$ cat src/rtl/mp_regfile_pkg.sv
// regfile_pkg: shared defaults and packed-port slicing helper for mp_regfile
//   XLEN_D / NREG_D : default register width and register count
//   sl(p, w)        : low bit index of element p in a packed vector of w-bit elements
package regfile_pkg;
    localparam int XLEN_D = 64;
    localparam int NREG_D = 32;
    function automatic int sl(input int p, input int w);
        return p * w;
    endfunction
endpackage

$ cat src/rtl/mp_regfile_scoreboard.sv
// regfile_scoreboard: per-register busy bits with issue/writeback/flush control
//   clk, rst           : clock, synchronous active-high reset
//   iss_en, iss_addr   : mark destination register busy
//   wr_en, wr_addr     : writebacks clear their register's busy bit
//   flush              : clear every busy bit
//   busy_next          : next-state busy bits (used for same-edge read consistency)
//   busy_vec           : registered busy bits
module regfile_scoreboard
    import regfile_pkg::*;
#(
    parameter int NREG     = NREG_D,
    parameter int NWR      = 1,
    parameter int ZERO_REG = 1,
    parameter int AW       = $clog2(NREG)
) (
    input  logic              clk,
    input  logic              rst,
    input  logic              iss_en,
    input  logic [AW-1:0]     iss_addr,
    input  logic [NWR-1:0]    wr_en,
    input  logic [NWR*AW-1:0] wr_addr,
    input  logic              flush,
    output logic [NREG-1:0]   busy_next,
    output logic [NREG-1:0]   busy_vec
);
    // Clears are applied first so an issue in the same cycle overrides them.
    always_comb begin
        busy_next = flush ? '0 : busy_vec;
        for (int w = 0; w < NWR; w++)
            if (wr_en[w]) busy_next[wr_addr[sl(w, AW) +: AW]] = 1'b0;
        if (iss_en) busy_next[iss_addr] = 1'b1;
        if (ZERO_REG != 0) busy_next[0] = 1'b0;
    end

    always_ff @(posedge clk)
        busy_vec <= rst ? '0 : busy_next;
endmodule

$ cat src/rtl/mp_regfile.sv
// mp_regfile: multi-port register file with write-to-read bypass and busy scoreboard
//   clk, rst                  : clock, synchronous active-high reset
//   rd_en/rd_addr             : per-port read request (packed addresses)
//   rd_data/rd_busy           : registered read data and busy flag, held when rd_en=0
//   wr_en/wr_addr/wr_data     : per-port writes, highest-index port wins on collision
//   iss_en/iss_addr, flush    : scoreboard control
//   busy_vec                  : registered busy bits
module mp_regfile
    import regfile_pkg::*;
#(
    parameter int XLEN     = XLEN_D,
    parameter int NREG     = NREG_D,
    parameter int NRD      = 2,
    parameter int NWR      = 1,
    parameter int ZERO_REG = 1,
    localparam int AW      = $clog2(NREG)
) (
    input  logic                clk,
    input  logic                rst,
    input  logic [NRD-1:0]      rd_en,
    input  logic [NRD*AW-1:0]   rd_addr,
    output logic [NRD*XLEN-1:0] rd_data,
    output logic [NRD-1:0]      rd_busy,
    input  logic [NWR-1:0]      wr_en,
    input  logic [NWR*AW-1:0]   wr_addr,
    input  logic [NWR*XLEN-1:0] wr_data,
    input  logic                iss_en,
    input  logic [AW-1:0]       iss_addr,
    input  logic                flush,
    output logic [NREG-1:0]     busy_vec
);
    logic [XLEN-1:0] mem [NREG];
    logic [XLEN-1:0] rd_next [NRD];
    logic [NREG-1:0] busy_next;

    regfile_scoreboard #(.NREG(NREG), .NWR(NWR), .ZERO_REG(ZERO_REG), .AW(AW)) u_sb (
        .clk(clk), .rst(rst), .iss_en(iss_en), .iss_addr(iss_addr),
        .wr_en(wr_en), .wr_addr(wr_addr), .flush(flush),
        .busy_next(busy_next), .busy_vec(busy_vec)
    );

    // Ascending port order makes the highest-index matching write the one that sticks.
    always_ff @(posedge clk)
        if (rst)
            for (int i = 0; i < NREG; i++) mem[i] <= '0;
        else
            for (int w = 0; w < NWR; w++)
                if (wr_en[w] && !(ZERO_REG != 0 && wr_addr[sl(w, AW) +: AW] == '0))
                    mem[wr_addr[sl(w, AW) +: AW]] <= wr_data[sl(w, XLEN) +: XLEN];

    always_comb
        for (int p = 0; p < NRD; p++) begin
            rd_next[p] = mem[rd_addr[sl(p, AW) +: AW]];
            for (int w = 0; w < NWR; w++)
                if (wr_en[w] && wr_addr[sl(w, AW) +: AW] == rd_addr[sl(p, AW) +: AW])
                    rd_next[p] = wr_data[sl(w, XLEN) +: XLEN];
            if (ZERO_REG != 0 && rd_addr[sl(p, AW) +: AW] == '0) rd_next[p] = '0;
        end

    always_ff @(posedge clk)
        if (rst) begin
            rd_data <= '0;
            rd_busy <= '0;
        end else
            for (int p = 0; p < NRD; p++)
                if (rd_en[p]) begin
                    rd_data[sl(p, XLEN) +: XLEN] <= rd_next[p];
                    rd_busy[p] <= busy_next[rd_addr[sl(p, AW) +: AW]];
                end
endmodule

$ cat config.mk
export PLATFORM = sky130hd
export DESIGN_NAME = mp_regfile
export DESIGN_NICKNAME = d
export VERILOG_FILES = /design/src/rtl/mp_regfile_pkg.sv /design/src/rtl/mp_regfile_scoreboard.sv /design/src/rtl/mp_regfile.sv
export SDC_FILE = /design/constraint.sdc
export NUM_CORES = 2
export LEC_CHECK = 0
export ABC_AREA = 1
export ABC_CLOCK_PERIOD_IN_PS = 6600
export CORE_MARGIN = 5
export CORE_UTILIZATION = 40
export DETAILED_ROUTE_END_ITERATION = 7
export GPL_ROUTABILITY_DRIVEN = 0
export GPL_TIMING_DRIVEN = 1
export HOLD_SLACK_MARGIN = 0.08
export PLACE_DENSITY_LB_ADDON = 0.05
export SYNTH_ARGS = -nofsm -noshare
export SYNTH_HDL_FRONTEND = slang
export SYNTH_SLANG_ARGS = --single-unit
export TNS_END_PERCENT = 100
$ cat constraint.sdc
create_clock -name clk -period 6.6 [get_ports clk]
set_clock_uncertainty 0.2 [all_clocks]
set_input_delay 1.32 -clock clk [delete_from_list [all_inputs] [get_ports clk]]
set_output_delay 1.32 -clock clk [all_outputs]
set_load 0.01 [all_outputs]
==> metrics.cfg <==
[power_and_ir_drop]
p_leak_nw = 48.0
vdd_ir_drop_max_v = 0.000174
p_per_area_nw_per_um2 = 279
power.total_mw = 36.1

[timing]
rsz0062_at_grt = no
fin_ws_ns = 1.85
maxSlewHeadroom_pct = 11.4
max_freq_mhz = 211
fin_crit_ns = 4.75
finalSetupViolCount = 0
hold_violations = 0
slew_violations = 0
period_share_pct = 72.0
setup_tns_ns = 0
worstMarginPinSlew_ns = 1.33

[synthesis]
synth.yosys.warnings = 0
synth_flop_cell = edfxtp_1
ys_ff_latch = 2209
synthCells = 13000
ys_seq_area_share_pct = 56.5
synth_area_leader_cell = edfxtp_1
synth_common_cells = nor2_1 (2621), edfxtp_1 (2048), nand2_1 (1880)
synth.area.top_cells = edfxtp_1 (54%), nor2_1 (8.6%), nand2_1 (6.2%)
synth_edf_count = 2048
netlist_area_sq_um = 115000
synth_top_area_share_pct = 53.7
synth_most_common_cell = nor2_1
synth_cell_type_count = 38
avgSynthCellArea_sq_um = 8.80
async_flop_share_pct = 0

[floorplan]
coreArea_sq_um = 285000
io-pin-count = 253
floorplan.rows = 196
die_x_um = 545
initial_core_util_pct = 40.2
dieArea_sq_um = 297000
dieHeight_um = 545

[setup_path]
r2r-end = rd_data[72]
cp_cell_sequence = clkdlybuf4s50_1, nor2_1, nand2_1, o211ai_1, inv_2, nand4_1, buf_4, buf_4, nor2_1
rrSetupSlack_ns = 3.86
worstPathArrival_ns = 5.17
crit_path_max_fanout = 33
max_stage_delay_ns = 0.73
worstReg2RegStart = mem[10][8]
criticalPathCategory = in -> reg
critPathRequiredTime_ns = 7.02
rr_worst_depth = 10
endpoint = mem[20][31]
critical-path-slowest-cell = buf_4
startpoint = wr_addr[3]
startpoint_type = input port
end_kind = flop

[detailed_routing]
totalWireLength_um = 582000
route.detailed.drc = 9
vias_per_cell = 6.42
ant_nets = 0
drt_iter0_drc = 17100
via_count = 107000
wire_per_inst_um = 34.9
dr.pass1.iters = 8

[worst_hold_path]
holdPathStages = 2
hp-class = reg -> reg

[global_routing]
grt_usage_pct = 37.9
grt_antenna_before_repair = 16
grt_max_degree = 172
grt.overflow.total = 0
grt_pass1_wl_um = 797000
first_global_vias = 101000

[place]
hpwl_um = 322000
dp_slack_ns = 1.10
portBuffers = 251

[clock_network]
cts_root_buf = clkbuf_16
ctsLongestPathBuffers = 4
ctsResizeCount = 0
cts_buffers = 269
cts_tree = yes
clock_latency_ns = 0.92
clock-sinks = 2209
ctsHoldBuffers = 0
htreeDepth = 5
clk_pin_slew_ns = 0.06
post_cts_buffers = 0

[cells_and_area]
final.fill_count = 27100
layout-drive-gt1-share_pct = 6.49
nets = 12800
area_delta_synth_final_pct = 13.0

[status]
status = complete, but fails checks
violations = design-rule violations

[flow_run]
maxCapViolations = 0

power by group:
group	leakage, nW	internal, mW	total, mW	switching (mW)
combinational	23.0	1.17	4.81	3.63
clock	4.16	8.54	14.8	6.29
sequential	20.8	16.1	16.5	0.415
worst min-delay path by stage:
stage	start	end	slack, ns
final	rd_data[123]	rd_data[123]	0.26
after global routing	rd_data[88]	rd_data[88]	0.28
after CTS	rd_data[123]	rd_data[123]	0.26
after detailed placement	rd_data[123]	rd_data[123]	0.26
after global placement	rd_data[58]	rd_data[58]	0.25
after floorplan	rd_data[0]	rd_data[0]	0.29
flip-flops by register name (all words and copies together), names as in the netlist:
name	cells
mem	2048
rd_busy	2
rd_data	128
u_sb.busy_vec	31
kinds of logic (layout without fill, tap and decap cells):
family / count (synthesis) / count (layout) / synth area share, %
compound gates: 3449 / 3449 / 17.3
flops: 2209 / 2209 / 56.5
simple gates: 5361 / 5361 / 18.7
buf+inv: 1989 / 1816 / 7.52
xor+xnor: 2 / 2 / 0.0153
other cells: 1 / 72 / 0.00327
placed cells by master, fill, tap and decap left out, types with 11 or more instances in the layout:
cell type,count
o21ai_1,127
inv_1,702
o22ai_1,144
o2111ai_1,52
nand2_1,1828
nand2_4,52
clkbuf_8,23
o211ai_1,519
clkinv_2,39
o221ai_1,108
a31oi_1,15
nand3_1,719
o21ai_0,1224
nand4_1,111
buf_4,253
conb_1,65
inv_6,11
nor3_1,13
nand3_4,11
dfxtp_1,161
clkbuf_1,67
clkdlybuf4s50_1,240
nor2_1,2617
a22oi_1,157
clkinv_1,45
edfxtp_1,2048
bufinv_16,16
buf_12,110
clkbuf_16,275
a21oi_1,1090
stage by stage:
stage	hold WS [ns]	cell area (sq um)	utilization (%)	std cells
6_report	0.262	129000	45.4	16700
5_1_grt	0.278	129000	45.4	16700
4_1_cts	0.264	129000	45.4	16700
3_5_place_dp	0.255	121000	42.4	16200
3_3_place_gp	0.255	121000	42.4	16200
2_1_floorplan	0.288	115000	-	13100
final cells by class:
class | instances | area [sq um] | area share (%)
Timing Repair Buffer | 613 | 6640 | 5.13
Multi-Input combinational cell | 8877 | 42000 | 32.5
Clock buffer | 365 | 7450 | 5.76
Antenna cell | 7 | 17.5 | 0.0135
Clock inverter | 111 | 1020 | 0.791
Tap cell | 3762 | 4710 | 3.64
Inverter | 727 | 2780 | 2.15
Sequential cell | 2209 | 64700 | 50.0
critical path: cells and delay by family:
family,cells,cell delay (ns)
simple gates,4,0.92
buf+inv,4,2.50
compound gates,1,0.25
per-layer routing:
| layer | up-vias | global-route usage (%) | share of wire (%) |
|---|---|---|---|
| met5 | - | 0 | 0.0052 |
| li1 | 44500 | - | - |
| met2 | 8278 | 57.2 | 43 |
| met3 | 1726 | 9.97 | 13 |
| met4 | 4 | 19.8 | 6.2 |
| met1 | 52500 | 50.1 | 38 |
No activity file was read; power rests on OpenSTA's default activity.
